<file path="config.mk">
export PLATFORM = sky130hd
export DESIGN_NAME = mem_lsu
export DESIGN_NICKNAME = d
export VERILOG_FILES = /design/src/rtl/riscv_mem_pkg.sv /design/src/rtl/lsu_align.sv /design/src/rtl/mem_lsu.sv
export SDC_FILE = /design/constraint.sdc
export NUM_CORES = 1
export LEC_CHECK = 0
export ABC_AREA = 0
export BUFFER_PORTS_ARGS = -buffer_cell sky130_fd_sc_hd__buf_4
export CAP_MARGIN = 20
export CORE_AREA = 3 3 174 176
export CTS_CLUSTER_DIAMETER = 100
export DETAILED_ROUTE_END_ITERATION = 12
export DIE_AREA = 0 0 177 179
export PLACE_DENSITY = 0.55
export SLEW_MARGIN = 10
export SYNTH_ARGS = -nofsm -noshare
export SYNTH_HDL_FRONTEND = slang
export SYNTH_HIERARCHICAL = 1
export SYNTH_SLANG_ARGS = --single-unit
</file>
<file path="constraint.sdc">
create_clock -name clk -period 2.5 [get_ports clk]
set_input_delay 0 -clock clk [delete_from_list [all_inputs] [get_ports clk]]
set_output_delay 0 -clock clk [all_outputs]
set_load 0.01 [all_outputs]
</file>
<file path="src/rtl/riscv_mem_pkg.sv">
// Shared opcodes, funct3 codes, FSM encoding and bus payload type for the MEM-stage LSU.
package riscv_mem_pkg;

    localparam logic [6:0] OP_LOAD  = 7'b0000011;
    localparam logic [6:0] OP_STORE = 7'b0100011;

    localparam logic [2:0] LB  = 3'b000;
    localparam logic [2:0] LH  = 3'b001;
    localparam logic [2:0] LW  = 3'b010;
    localparam logic [2:0] LBU = 3'b100;
    localparam logic [2:0] LHU = 3'b101;
    localparam logic [2:0] SB  = 3'b000;
    localparam logic [2:0] SH  = 3'b001;
    localparam logic [2:0] SW  = 3'b010;

    typedef enum logic [1:0] {
        ST_IDLE = 2'd0,
        ST_BUSY = 2'd1,
        ST_DONE = 2'd2
    } lsu_state_e;

    typedef struct packed {
        logic        we;
        logic [31:0] addr;
        logic [31:0] wdata;
        logic [3:0]  be;
    } dbus_txn_t;

endpackage

</file>
<file path="src/rtl/lsu_align.sv">
// Combinational store lane steering, load extraction/extension and misalign/illegal detection.
module lsu_align
    import riscv_mem_pkg::*;
(
    input  logic        is_load,
    input  logic        is_store,
    input  logic [1:0]  addr_lo,
    input  logic [2:0]  sel,
    input  logic [31:0] store_data,
    input  logic [31:0] rdata,
    output logic [31:0] wdata,
    output logic [3:0]  be,
    output logic [31:0] load_data,
    output logic        bad
);

    logic [7:0]  lane_b;
    logic [15:0] lane_h;

    always_comb begin
        case (addr_lo)
            2'd0:    lane_b = rdata[7:0];
            2'd1:    lane_b = rdata[15:8];
            2'd2:    lane_b = rdata[23:16];
            default: lane_b = rdata[31:24];
        endcase
        lane_h = addr_lo[1] ? rdata[31:16] : rdata[15:0];
    end

    always_comb begin
        wdata     = store_data;
        be        = 4'b1111;
        load_data = rdata;
        bad       = 1'b0;
        if (is_store) begin
            case (sel)
                SB: begin
                    wdata = {4{store_data[7:0]}};
                    be    = 4'b0001 << addr_lo;
                end
                SH: begin
                    wdata = {2{store_data[15:0]}};
                    be    = addr_lo[1] ? 4'b1100 : 4'b0011;
                    bad   = addr_lo[0];
                end
                SW:      bad = |addr_lo;
                default: bad = 1'b1;
            endcase
        end else if (is_load) begin
            case (sel)
                LB:  load_data = {{24{lane_b[7]}}, lane_b};
                LBU: load_data = {24'd0, lane_b};
                LH: begin
                    load_data = {{16{lane_h[15]}}, lane_h};
                    bad       = addr_lo[0];
                end
                LHU: begin
                    load_data = {16'd0, lane_h};
                    bad       = addr_lo[0];
                end
                LW:      bad = |addr_lo;
                default: bad = 1'b1;
            endcase
        end
    end

endmodule

</file>
<file path="src/rtl/mem_lsu.sv">
// MEM-stage load/store unit: one req/ack bus transaction per load/store, stalling until done.
module mem_lsu
    import riscv_mem_pkg::*;
#(
    parameter int unsigned TIMEOUT_CYCLES = 256
) (
    input  logic        clk,
    input  logic        rst,
    input  logic [5:0]  stall,
    input  logic [31:0] mem_reg_waddr,
    input  logic        mem_reg_we,
    input  logic [31:0] mem_reg_data,
    input  logic [31:0] mem_csr_waddr,
    input  logic        mem_csr_we,
    input  logic [31:0] mem_csr_data,
    input  logic [31:0] mem_mem_addr,
    input  logic [6:0]  mem_aluop,
    input  logic [31:0] mem_mem_data,
    input  logic [2:0]  mem_sel,
    output logic [31:0] wb_reg_waddr,
    output logic        wb_reg_we,
    output logic [31:0] wb_reg_data,
    output logic [31:0] wb_csr_waddr,
    output logic        wb_csr_we,
    output logic [31:0] wb_csr_data,
    output logic        stallreq_mem,
    output logic        mem_exc,
    output logic        dbus_req,
    output logic        dbus_we,
    output logic [31:0] dbus_addr,
    output logic [31:0] dbus_wdata,
    output logic [3:0]  dbus_be,
    input  logic        dbus_ack,
    input  logic [31:0] dbus_rdata
);

    localparam int unsigned CNT_W = (TIMEOUT_CYCLES > 1) ? $clog2(TIMEOUT_CYCLES) : 1;
    localparam logic [CNT_W-1:0] CNT_LAST = CNT_W'(TIMEOUT_CYCLES - 1);

    lsu_state_e  state_q, state_d;
    dbus_txn_t   txn_q;
    logic        req_q, exc_q;
    logic [CNT_W-1:0] cnt_q;
    logic [31:0] load_buf_q;

    logic        is_load, is_store, memop, bad, timeout;
    logic [31:0] st_wdata, ld_data;
    logic [3:0]  st_be;
    logic        unused_stall;

    assign is_load      = (mem_aluop == OP_LOAD);
    assign is_store     = (mem_aluop == OP_STORE);
    assign memop        = is_load | is_store;
    assign timeout      = (cnt_q == CNT_LAST);
    assign unused_stall = ^{stall[5], stall[3:0]};

    lsu_align u_align (
        .is_load    (is_load),
        .is_store   (is_store),
        .addr_lo    (mem_mem_addr[1:0]),
        .sel        (mem_sel),
        .store_data (mem_mem_data),
        .rdata      (dbus_rdata),
        .wdata      (st_wdata),
        .be         (st_be),
        .load_data  (ld_data),
        .bad        (bad)
    );

    always_ff @(posedge clk) begin
        if (rst) state_q <= ST_IDLE;
        else     state_q <= state_d;
    end

    // Bus request capture, timeout counter, load buffer and exception flag.
    always_ff @(posedge clk) begin
        if (rst) begin
            txn_q      <= '0;
            req_q      <= 1'b0;
            exc_q      <= 1'b0;
            cnt_q      <= '0;
            load_buf_q <= '0;
        end else begin
            case (state_q)
                ST_IDLE: begin
                    if (memop && !bad) begin
                        req_q       <= 1'b1;
                        txn_q.we    <= is_store;
                        txn_q.addr  <= {mem_mem_addr[31:2], 2'b00};
                        txn_q.wdata <= st_wdata;
                        txn_q.be    <= st_be;
                        cnt_q       <= '0;
                    end
                end
                ST_BUSY: begin
                    if (dbus_ack) begin
                        load_buf_q <= ld_data;
                        req_q      <= 1'b0;
                    end else if (timeout) begin
                        req_q <= 1'b0;
                        exc_q <= 1'b1;
                    end else begin
                        cnt_q <= cnt_q + CNT_W'(1);
                    end
                end
                ST_DONE: begin
                    if (!stall[4]) exc_q <= 1'b0;
                end
                default: ;
            endcase
        end
    end

    // Next state plus write-back, stall and exception outputs.
    always_comb begin
        state_d      = state_q;
        stallreq_mem = 1'b0;
        mem_exc      = 1'b0;
        wb_reg_waddr = mem_reg_waddr;
        wb_reg_we    = mem_reg_we;
        wb_reg_data  = mem_reg_data;
        wb_csr_waddr = mem_csr_waddr;
        wb_csr_we    = mem_csr_we;
        wb_csr_data  = mem_csr_data;

        if (memop) begin
            if (is_load)  wb_reg_data = load_buf_q;
            if (is_store) wb_reg_we   = 1'b0;
        end

        case (state_q)
            ST_IDLE: begin
                if (memop) begin
                    if (bad) begin
                        mem_exc   = 1'b1;
                        wb_reg_we = 1'b0;
                        wb_csr_we = 1'b0;
                    end else begin
                        stallreq_mem = 1'b1;
                        state_d      = ST_BUSY;
                    end
                end
            end
            ST_BUSY: begin
                stallreq_mem = 1'b1;
                if (dbus_ack || timeout) state_d = ST_DONE;
            end
            ST_DONE: begin
                if (exc_q) begin
                    mem_exc   = 1'b1;
                    wb_reg_we = 1'b0;
                end
                if (!stall[4]) state_d = ST_IDLE;
            end
            default: state_d = ST_IDLE;
        endcase

        if (rst) begin
            state_d      = ST_IDLE;
            stallreq_mem = 1'b0;
            mem_exc      = 1'b0;
            wb_reg_waddr = '0;
            wb_reg_we    = 1'b0;
            wb_reg_data  = '0;
            wb_csr_waddr = '0;
            wb_csr_we    = 1'b0;
            wb_csr_data  = '0;
        end
    end

    assign dbus_req   = req_q;
    assign dbus_we    = txn_q.we;
    assign dbus_addr  = txn_q.addr;
    assign dbus_wdata = txn_q.wdata;
    assign dbus_be    = txn_q.be;

endmodule

</file>
Yosys cells after proc, flatten, opt, wreduce, memory -nomap -nowiden --
Index checks and enable logic that the tools add are counted.
Operators by class: bitwise logic cells 1, eq/ne operators 20, shift-type cells 1, reduce and logical (&&, ||, !) cells 17, mux-type cells 57, $add $sub $neg 1
Operators by type and width (count):
- 32-bit two-way mux | 9
- 32-bit case mux with 4 select lines | 1
- 32-bit case mux with 2 select lines | 1
- 1-bit two-way mux | 25
- 8-bit two-way mux | 3
- 8-bit case mux with 3 select lines | 1
- 16-bit two-way mux | 1
- 2-bit != test, second input constant | 8
- 8-bit case mux with 2 select lines | 1
- 4-bit AND reduction | 3
- 1-bit case mux with 2 select lines | 5
- 8-bit by 1-bit adder with 8-bit output, second input constant | 1
- 8-bit equality test, second input constant | 1
- 2-bit two-way mux | 4
- 4-bit two-way mux | 2
- 4-bit case mux with 2 select lines | 1
- 7-bit by 2-bit equality test with 1-bit output, second input constant | 1
- 7-bit by 6-bit equality test with 1-bit output, second input constant | 1
- 3-bit equality test, second input constant | 2
- 1-bit case mux with 3 select lines | 2
- 2-bit case mux with 3 select lines | 1
- 2-bit OR reduction | 3
- 2-bit by 1-bit equality test with 1-bit output, second input constant | 2
- 2-bit equality test, second input constant | 2
- 13 further kinds | 16
Storage, ports and cells: bits in registers 111, output and inout bits 202, bits of input ports 245, logic and storage cells 106

Logic depth before layout (Yosys ltp) --
Gate-level depths: netlist of run 1.
depth in word-level cells 9, mapped depth 14, gate-level depth less buffers 9

Cells and area by module --
Netlist of run 1, hierarchy kept.
Modules (own cells, without submodules):
- mem_lsu | area each 5368.9 sq um, times used 1, cells an instance 734
- lsu_align | area each 1412.6 sq um, times used 1, cells an instance 202

Least setup slack after synthesis of run 1 --
Ideal clock, no wire load.
path type input-to-reg, from input mem_aluop[6], to register load_buf_q[21], data required time 2.368 ns, library setup time 0.132 ns, cell stages on the path 12, arrival 2.454 ns, setup slack -0.086 ns, cell sequence or4_1 -> or3_1 -> buf_6 -> inv_8 -> buf_12 -> nor3b_1 -> clkbuf_1 -> o311a_1 -> clkbuf_1 -> a21oi_1 -> nand2_1 -> a21oi_1
Between the ends: cells in the longest elaborated chain, start to end 3, elaborated cells on any way between the ends 4, classes of those cells 2 x eq/ne; 2 x mux
RTL lines:
- from (decl) | RTL line mem_lsu.sv:17 | input logic [6:0] mem_aluop,
- 7-bit by 2-bit equality test with 1-bit output | RTL line mem_lsu.sv:51 | assign is_load = (mem_aluop == OP_LOAD);
- named net is_load | RTL line mem_lsu.sv:46 | logic is_load, is_store, memop, bad, timeout;
- 32-bit two-way mux | RTL line lsu_align.sv:49 | end else if (is_load) begin
- 32-bit two-way mux | RTL line lsu_align.sv:35 | if (is_store) begin
- named net ld_data[21] | RTL line mem_lsu.sv:47 | logic [31:0] st_wdata, ld_data;
- to (signal assigned) | RTL line mem_lsu.sv:97 | load_buf_q <= ld_data;
- to (decl) | RTL line mem_lsu.sv:44 | logic [31:0] load_buf_q;
The timed path passes the listed nets, and every way through them passes these cells. A chain may end at the register's enable or synchronous reset.

Final worst setup path of run 1 --
from input mem_aluop[6], to output stallreq_mem
Between the ends: cells in the longest elaborated chain, start to end 7, elaborated cells on any way between the ends 9, classes of those cells 2 x eq/ne; 6 x mux; 1 x bitwise
RTL lines:
- 7-bit by 2-bit equality test with 1-bit output | RTL line mem_lsu.sv:51
- 1-bit two-way mux | RTL line lsu_align.sv:49
- 1-bit two-way mux (*) | RTL line lsu_align.sv:35
- named net bad | RTL line mem_lsu.sv:46
- 1-bit two-way mux (*) | RTL line mem_lsu.sv:134 | if (bad) begin
- 1-bit two-way mux (*) | RTL line mem_lsu.sv:133 | if (memop) begin
- 1-bit case mux with 2 select lines (*) | RTL line mem_lsu.sv:131 | case (state_q)
- 1-bit two-way mux (*) | RTL line mem_lsu.sv:158 | if (rst) begin
- to (decl) | RTL line mem_lsu.sv:26 | output logic stallreq_mem,
The timed path passes the listed nets; every way through them passes the cells marked *.

==> summary.md, run 1 <==
| Metric | Value |
|---|---|
| Outcome | `complete, no violations` |
| Inserted Diodes | `0` |
| Worst skew pair latency | `370 ps` |
| Fraction of registers with async set/reset | `0` |
| TritonCTS buffer count | `9` |
| Worst Path Max Fanout | `23` |
| Final Hold Vio Count | `0` |
| Die height | `179 microns` |
| Area contributors post-synth | `dfxtp_1 (33%), nand2_1 (14%), a21oi_1 (10%), nor2b_1 (9.6%), a21oi_2 (3.7%)` |
| Power per cell area | `387 mW/mm^2` |
| Remaining Overflow, GRT | `0` |
| Sequential fraction of the synthesis area | `0.328` |
| Synth warn | `6` |
| Most common cell in the netlist | `nand2_1` |
| # rows | `62` |
| Input/output buffers | `439` |
| Max Cap Viol | `0` |
| CP required | `2500 ps` |
| Die width | `177 microns` |
| CP startpoint | `mem_aluop[6]` |
| Max Clk Rate | `427 MHz` |
| Reg-to-reg endpoint | `state_q[1]` |
| Initial antenna violation count | `0` |
| Reg-to-Reg Start | `cnt_q[0]` |
| Root Driver | `clkbuf_16` |
| CTS tree | `done` |
| Worst Reg-to-Reg Cells | `6` |
| Post-Route Utilization | `0.388` |
| Worst Tran Pin Value | `572 ps` |
| Count of cell types in the netlist | `58` |
| Nets | `1,614` |
| RSZ-0062 raised after global routing | `false` |
| Post-synthesis register bit count | `111` |
| Vias in the first global route | `7,561` |
| Min-delay worst type | `in2reg` |
| Synth Area per Inst | `7.25 sq um` |
| Post-CTS Setup Bufs | `0` |
| DRC violations left | `0` |
| Max-Slew Margin vs Limit | `0.618` |
| Synth top area share | `0.328` |
| Via count | `7,928` |
| VDD IR max | `0.000296 V` |
| Detailed placement HPWL | `22,700 microns` |
| Area growth syn-to-layout | `64.8%` |
| Min Clock Period, post-route | `2340 ps` |
| Post-synth top cells | `nand2_1 (244), a21oi_1 (140), dfxtp_1 (111), nor2b_1 (104), clkbuf_1 (58)` |
| Crit. End Element | `output pin` |
| Post-synthesis cell count | `936` |
| DR iter-0 viols | `359` |
| Vias per std cell | `4.51` |
| Tot GR Track Use | `0.172` |
| Global-route wire length before repair | `43,300 microns` |
| IO Count | `447` |
| Core area | `0.0288 sq mm` |
| Initial Utilization | `0.236` |
| H-tree depth | `3` |
| Largest net degree at the start of global routing | `118` |
| Clock Sinks | `111` |
| Routability cong. | `0.819` |
| Drt wl/cell | `16.8 microns` |
| R2R Setup Slk | `600 ps` |
| CTS Buffer Depth | `2` |
| Leak | `4.80 nW` |
| Antenna Nets Post-Route | `0` |
| Clock Skew | `10.4 ps` |
| Leading area contributor after synthesis | `dfxtp_1` |
| TNS Setup | `0 ps` |
| Fraction of layout instances using a drive strength above 1 | `0.419` |
| CP arrival | `2340 ps` |
| WS Path Type | `in2out` |
| Slew Viols, Final | `0` |
| Period Utilization, post-route | `0.937` |
| Netlist area before placement | `0.00678 sq mm` |
| DRT Pass-1 Iters | `7` |
| Clock-pin slew of the registers on the worst-case setup and hold paths | `80 ps` |
| EDFF count, synth | `0` |
| CP startpoint kind | `primary input` |
| Die Area | `0.0317 sq mm` |
| Final wirelength | `29,600 microns` |
| CP endpoint | `stallreq_mem` |
| Setup violations, final | `0` |
| Ys flop type | `dfxtp_1` |
critical path, stage by stage:
cell	delay, ps
buf_4	110
or4_1	580
or3_4	400
inv_8	70
a21oi_1	50
a21oi_1	150
buf_4	150
nor3_1	60
and3_2	280
buf_12	170
nor2_1	90
nor3_1	50
buf_4	160
cell families (layout without fill, tap and decap cells):
logic type / Yosys count / after routing / share of synthesized area
other cells: 1 / 2 / 0.000553
mux: 37 / 37 / 0.0701
compound gates: 244 / 244 / 0.215
simple gates: 446 / 446 / 0.313
buf+inv: 96 / 532 / 0.0723
flops: 111 / 111 / 0.328
fa+ha+maj: 1 / 1 / 0.00184
state kept, by name (all words and copies together) (netlist names):
register and flops:
exc_q 1, cnt_q 8, dbus_req 1, dbus_addr 30, dbus_be 4, dbus_wdata 32
load_buf_q 32, dbus_we 1, state_q 2
how the worst min path moves through the flow:
stage                          start  cells past startpoint  slack (ps)              to
global route        mem_mem_data[28]                      5          20  dbus_wdata[28]
finish              mem_mem_data[19]                      4          20  dbus_wdata[19]
floorplan                 mem_reg_we                      2         100       wb_reg_we
CTS                 mem_mem_data[19]                      4         0.6  dbus_wdata[19]
detailed placement   mem_mem_addr[5]                      3         260    dbus_addr[5]
global placement     mem_mem_addr[3]                      3         250    dbus_addr[3]
cell type report:
cell class / count / area [sq um]
fillers: 2989 / 17600
multi-input cells: 730 / 4090
repair buffers: 508 / 4030
flip-flops and latches: 111 / 2220
well taps: 384 / 480
clock buffers: 9 / 225
clock inverters: 7 / 86.3
inverters: 8 / 37.5
placed cells by master, fill, tap and decap left out, drive strengths merged, types with 2 or more instances in the layout:
cell type,synthesis,layout
clkbuf,58,10
or3,4,4
a31o,3,3
nand4,2,2
mux4,6,6
clkinv,0,5
buf,30,464
nor2,28,28
o31ai,2,2
mux2,18,18
nor2b,104,104
a211oi,16,16
nand2,273,273
conb,1,2
and3,4,4
nor3b,3,3
a21o,2,2
dlygate4sd3,0,43
nand2b,2,2
dfxtp,111,111
a221o,3,3
nand3,8,8
mux2i,13,13
a21oi,169,169
a22o,2,2
inv,8,10
o22ai,4,4
nor3,7,7
or4,2,2
and2,4,4
o21ai,33,33
report_power, final:
group          switching (mW)  total, mW  internal (mW)
logic                   0.446       1.02          0.573
registers             0.00621       1.78           1.78
clock network           0.799       1.52          0.719
total                    1.25       4.32           3.07
through the flow:
step	hold slack, ps	area [sq um]	instances	total power, mW	setup WS [ps]
after floorplan	104	6790	937	2.22	14.6
after global placement	247	10400	1698	2.78	61.4
after detailed placement	257	10400	1698	2.79	37.7
after CTS	0.648	11200	1757	4.38	40.5
after global routing	18.0	11200	1757	4.53	22.9
final	16.2	11200	1757	4.32	156
timing repair:
| action | CTS | global route |
|---|---|---|
| hold buffers | 43 | 0 |
| hold endpoints to repair | 44 | 0 |
| endpoints found under the setup margin | 0 | 1 |
| resized for setup | 0 | 1 |
metal layers:
layer	up-vias	part of all wire	wire length (microns)	track usage
met3	25	0.073	2150	0.0445
met5	-	0	0	0
met1	3645	0.45	13300	0.233
met2	280	0.46	13700	0.275
met4	0	0.015	437	0.0409
li1	3978	-	-	-
No activity file was read; power rests on OpenSTA's default activity.
==> run 2: changes to the inputs <==
--- a/config.mk
+++ b/config.mk
@@ -5,14 +5,14 @@
 export SDC_FILE = /design/constraint.sdc
 export NUM_CORES = 1
 export LEC_CHECK = 0
-export ABC_AREA = 0
+export ABC_AREA = 1
 export BUFFER_PORTS_ARGS = -buffer_cell sky130_fd_sc_hd__buf_4
 export CAP_MARGIN = 20
-export CORE_AREA = 3 3 174 176
+export CORE_AREA = 3 3 173 175
 export CTS_CLUSTER_DIAMETER = 100
 export DETAILED_ROUTE_END_ITERATION = 12
-export DIE_AREA = 0 0 177 179
-export PLACE_DENSITY = 0.55
+export DIE_AREA = 0 0 176 178
+export PLACE_DENSITY = 0.57
 export SLEW_MARGIN = 10
 export SYNTH_ARGS = -nofsm -noshare
 export SYNTH_HDL_FRONTEND = slang
==> run 2 against run 1 <==
Against the previous run: worst setup slack better by 180 ps; clock power is 4% higher; cell count is 12% higher; register-to-register slack better by 270 ps; count of clock-buffer cells in the layout stayed put; area after synthesis is 5.0% higher; non-clock buffer count is 15 lower; wire length is 7.4% higher; critical endpoint unchanged; highest routed layer is now met5.
==> summary.md, run 2 <==
| Metric | Value |
|---|---|
| Outcome | `complete, no violations` |
| Multi-input gate area | `0.00341 sq mm` |
| Remaining Overflow, GRT | `0` |
| Max Clk Rate | `462 MHz` |
| Crit. End Element | `output pin` |
| Initial Utilization | `0.249` |
| Worst Hold Path Cells | `5` |
| Worst Tran Pin Value | `757 ps` |
| Final wirelength | `31,800 microns` |
| Max-Slew Margin vs Limit | `0.495` |
| Synth top area share | `0.312` |
| Final Cell Area | `0.0113 sq mm` |
| Leak | `5.70 nW` |
| Antenna Nets Post-Route | `0` |
| Sequential fraction of the synthesis area | `0.312` |
| Final Non-Filler Cells | `1,960` |
| Area contributors post-synth | `dfxtp_1 (31%), inv_1 (13%), a21oi_1 (9.9%), o21ai_0 (9.2%), nand2_1 (9.0%)` |
| Fraction of layout instances using a drive strength above 1 | `0.335` |
| Post-Place Cells | `1,901` |
| Routability cong. | `0.795` |
| Fill count | `3,098` |
| CTS Buffer Depth | `2` |
| Vias per std cell | `4.36` |
| Tot Pwr | `4.45 mW` |
| Most common cell in the netlist | `inv_1` |
| Initial antenna violation count | `3` |
| Worst Path Max Fanout | `14` |
| Vias in the first global route | `7,982` |
| Input/output buffers | `439` |
| Global-route wire length before repair | `45,700 microns` |
| Placed cell area | `0.0105 sq mm` |
| TritonCTS buffer count | `9` |
| CP arrival | `2170 ps` |
| TNS Setup | `0 ps` |
| Netlist area before placement | `0.00712 sq mm` |
| # hold bufs at CTS | `41` |
| Post-CTS Setup Bufs | `0` |
| EDFF count, synth | `0` |
| IO Count | `447` |
| Root Driver | `clkbuf_16` |
| Via count | `8,550` |
| Core area | `0.0286 sq mm` |
| Post-synth top cells | `inv_1 (256), nand2_1 (170), a21oi_1 (141), o21ai_0 (131)` |
| Drt wl/cell | `16.2 microns` |
| Nets | `1,815` |
| Largest net degree at the start of global routing | `110` |
| DR iter-0 viols | `540` |
| Clock Sinks | `111` |
| Count of cell types in the netlist | `37` |
| Most frequent cells in the layout | `buf_4 (449), inv_1 (256), nand2_1 (170)` |
| Power per cell area | `395 mW/mm^2` |
| DRT Pass-1 Iters | `5` |
| CP startpoint kind | `primary input` |
| CP required | `2500 ps` |
| Fraction of registers with async set/reset | `0` |
| Period Utilization, post-route | `0.866` |
| VDD IR max | `0.000400 V` |
| Tot GR Track Use | `0.190` |
| Max Cap Viol | `0` |
| Die width | `176 microns` |
| Min-delay worst type | `in2reg` |
| Ys flop type | `dfxtp_1` |
| Leading area contributor after synthesis | `dfxtp_1` |
| Clock-pin slew of the registers on the worst-case setup and hold paths | `80 ps` |
| CTS tree | `done` |
| Synth warn | `6` |
| # rows | `62` |
| Die Area | `0.0313 sq mm` |
| Post-synthesis cell count | `1,145` |
| Worst skew pair latency | `360 ps` |
| PostCTS Resize Cnt | `0` |
| Setup violations, final | `0` |
| DRC violations left | `0` |
| Reg area | `0.00222 sq mm` |
| Die height | `178 microns` |
| Area growth syn-to-layout | `58.4%` |
| Clock Skew | `17.3 ps` |
| WS Path Type | `in2out` |
| Slew Viols, Final | `0` |
| Worst Hold Slack | `25.2 ps` |
| Most common cell after layout, fill and taps aside | `buf_4` |
| Worst Reg-to-Reg Cells | `5` |
| Synth Area per Inst | `6.22 sq um` |
| Final Hold Vio Count | `0` |
| H-tree depth | `3` |
| Min Clock Period, post-route | `2170 ps` |
| RSZ-0062 raised after global routing | `false` |
| Post-synthesis register bit count | `111` |
| Detailed placement HPWL | `25,700 microns` |
==> run 2: cell types whose count changed after synthesis, sizes merged, moves of 18 or more <==
cell    change
inv       +253
o21ai     +130
nor2b     -104
nand2      -96
nor2       +92
clkbuf     -26
buf        +19
mux2       -18
==> run 2: final cells by class <==
| cell class | instances | share of cell area |
|---|---|---|
| sequential | 111 | 0.197 |
| inverter | 262 | 0.0878 |
| clock inverter | 7 | 0.00932 |
| clock buffer | 9 | 0.0200 |
| tap | 384 | 0.0426 |
| antenna | 2 | 0.000444 |
| multi-input combinational | 692 | 0.302 |
| timing repair buffer | 493 | 0.341 |
==> run 2: logic make-up after synthesis <==
| kind of cell | share of synthesized area |
|---|---|
| XOR/XNOR | 0.00246 |
| other | 0.000527 |
| flip-flops | 0.312 |
| buffers and inverters | 0.211 |
| AND/OR/NAND/NOR | 0.199 |
| adder cells (fa/ha/maj) | 0.00176 |
| AO/OA/AOI/OAI | 0.274 |
==> run 2: critical path, stage by stage <==
cell	delay, ps
dlygate4sd3_1	560
buf_4	150
inv_1	40
nor2_1	150
inv_2	80
nand2_1	120
inv_1	70
nand2_1	70
nand2_1	90
inv_1	100
nand4_4	210
buf_4	250
a21oi_1	130
buf_4	150
==> run 2: path summary, 6_finish.rpt <==
check | slack [ps] | end | start
min | 30 | dbus_wdata[18] | mem_mem_data[18]
max reg2reg | 870 | load_buf_q[7] | state_q[0]
min reg2reg | 450 | dbus_wdata[31] | dbus_wdata[31]
max | 330 | stallreq_mem | mem_aluop[5]
==> run 2: through the flow <==
stage / util / setup WS [ps]
after CTS: 0.394 / 286
after global routing: 0.394 / 194
final: 0.394 / 334
after floorplan: - / 831
after detailed placement: 0.368 / 303
after global placement: 0.368 / 315
==> run 2: power breakdown <==
part           internal, mW  switching, mW  total, mW
registers              1.78        0.00855       1.79
logic                 0.562          0.520       1.08
clock network         0.814          0.766       1.58
total                  3.16           1.29       4.45
==> run 2: layer usage <==
layer | up-vias | global-route usage | wire length [microns]
met5 | - | 0 | 20
met4 | 2 | 0.0594 | 889
met3 | 33 | 0.0547 | 2670
met2 | 319 | 0.345 | 16100
met1 | 3817 | 0.215 | 12100
li1 | 4379 | - | -
==> run 3: changes to the inputs <==
--- a/config.mk
+++ b/config.mk
@@ -12,7 +12,7 @@
 export CTS_CLUSTER_DIAMETER = 100
 export DETAILED_ROUTE_END_ITERATION = 12
 export DIE_AREA = 0 0 176 178
-export PLACE_DENSITY = 0.57
+export PLACE_DENSITY = 0.55
 export SLEW_MARGIN = 10
 export SYNTH_ARGS = -nofsm -noshare
 export SYNTH_HDL_FRONTEND = slang
==> constraint.sdc (replaced) <==
create_clock -name clk -period 2.6 [get_ports clk]
set_input_delay 0 -clock clk [delete_from_list [all_inputs] [get_ports clk]]
set_output_delay 0 -clock clk [all_outputs]
set_load 0.01 [all_outputs]
==> run 3 against run 2 <==
Against the previous run: sequential power decreased by 4%; non-clock buffer count is 1 lower; count of clock-buffer cells in the layout unchanged; register-to-register slack improved by 50 ps; utilization fell by 0.092 points; critical endpoint unchanged; highest routed layer unchanged.
==> summary.md, run 3 (synthesis gave the netlist of run 2 again) <==
| Metric | Value |
|---|---|
| Detailed placement HPWL | `26,100 microns` |
| Clock Skew | `7.79 ps` |
| Core area | `0.0286 sq mm` |
| Multi-input gate area | `0.00341 sq mm` |
| Worst path max stage delay | `560 ps` |
| Via count | `8,552` |
| VDD IR max | `0.000274 V` |
| Initial antenna violation count | `2` |
| Pre-CTS setup slack | `132 ps` |
| Vias in the first global route | `8,120` |
| Crit. End Element | `output pin` |
| H-tree depth | `3` |
| Final Hold Vio Count | `0` |
| Placed cell area | `0.0105 sq mm` |
| Die width | `176 microns` |
| Area growth syn-to-layout | `58.0%` |
| Vias per std cell | `4.37` |
| Post-Place Cells | `1,900` |
| Max Cap Viol | `0` |
| Tot Pwr | `4.23 mW` |
| Tot GR Track Use | `0.195` |
| Max-Slew Margin vs Limit | `0.479` |
| CP arrival | `2330 ps` |
| Final wirelength | `32,300 microns` |
| Leak | `5.68 nW` |
| Power per cell area | `376 mW/mm^2` |
| Worst Tran Pin Value | `781 ps` |
| IO Count | `447` |
| Drt wl/cell | `16.5 microns` |
| Final Cell Area | `0.0112 sq mm` |
| Root Driver | `clkbuf_16` |
| WS Path Type | `in2out` |
| Remaining Overflow, GRT | `0` |
| Max Clk Rate | `430 MHz` |
| Post-Route Utilization | `0.393` |
| Final Non-Filler Cells | `1,958` |
| Min Clock Period, post-route | `2330 ps` |
| Fraction of layout instances using a drive strength above 1 | `0.335` |
| Antenna Nets Post-Route | `0` |
| # rows | `62` |
| Most frequent cells in the layout | `buf_4 (448), inv_1 (256), nand2_1 (170)` |
| Slew Viols, Final | `0` |
| Die height | `178 microns` |
| Initial Utilization | `0.249` |
| Clock-pin slew of the registers on the worst-case setup and hold paths | `80 ps` |
| Worst Hold Slack | `17.5 ps` |
| CP startpoint kind | `primary input` |
| Fill count | `3,116` |
| RSZ-0062 raised after global routing | `false` |
| CTS tree | `done` |
| Input/output buffers | `439` |
| Final worst slack | `274 ps` |
| Setup violations, final | `0` |
| Clock Sinks | `111` |
| DRT Pass-1 Iters | `5` |
| Routability cong. | `0.831` |
| Min-delay worst type | `in2reg` |
| CP required | `2600 ps` |
| Slowest CP cell | `dlygate4sd3_1` |
| Global-route wire length before repair | `47,100 microns` |
| Most common cell after layout, fill and taps aside | `buf_4` |
| TritonCTS buffer count | `9` |
| Outcome | `complete, no violations` |
| Worst Path Max Fanout | `72` |
| CTS Buffer Depth | `2` |
| Worst skew pair latency | `360 ps` |
| Reg area | `0.00222 sq mm` |
| Die Area | `0.0313 sq mm` |
| Largest net degree at the start of global routing | `76` |
| TNS Setup | `0 ps` |
| Period Utilization, post-route | `0.895` |
| CP Cell Sequence | `dlygate4sd3_1, buf_4, inv_1, nor2_2, inv_2, nand2_1, inv_1, nand2_1, nand2_1, inv_1, nand4_4, buf_12, a21oi_1, buf_4` |
| Nets | `1,814` |
| DR iter-0 viols | `448` |
| DRC violations left | `0` |
==> run 3: layout make-up <==
class,count,area share
timing repair buffer,492,0.341
sequential,111,0.198
clock buffer,9,0.0200
antenna,1,0.000222
tap,384,0.0427
multi-input combinational,692,0.303
inverter,262,0.0880
clock inverter,7,0.00767
==> run 3: critical path, delay by kind of cell <==
family	cells	cell delay (ps)
buffers and inverters	8	1420
AO/OA/AOI/OAI	1	190
AND/OR/NAND/NOR	5	720
==> run 3: path summary, 6_finish.rpt <==
check        cells after the start              to             start  slack [ps]
max                             14    stallreq_mem      mem_aluop[5]         270
min reg2reg                      2   dbus_addr[21]     dbus_addr[21]         450
min                              5  dbus_wdata[18]  mem_mem_data[18]          20
max reg2reg                      8        cnt_q[4]          cnt_q[0]         920
==> run 3: routing by layer <==
| metal | up-vias | track usage | part of all wire |
|---|---|---|---|
| met5 | - | 0 | 0.00022 |
| met4 | 2 | 0.0640 | 0.029 |
| met3 | 34 | 0.0558 | 0.077 |
| met2 | 301 | 0.343 | 0.50 |
| met1 | 3840 | 0.228 | 0.40 |
| li1 | 4375 | - | - |
==> run 3: where the power goes <==
part / internal (mW) / switching (mW) / total, mW
clock network: 0.695 / 0.765 / 1.46
registers: 1.72 / 0.00852 / 1.72
logic: 0.538 / 0.504 / 1.04
==> run 3: repair_timing <==
action	4_1_cts	5_1_grt
setup endpoints to repair	0	1
endpoints found under the hold margin	42	0
hold buffers	41	0
gates resized for setup	0	1
buffers inserted	0	0
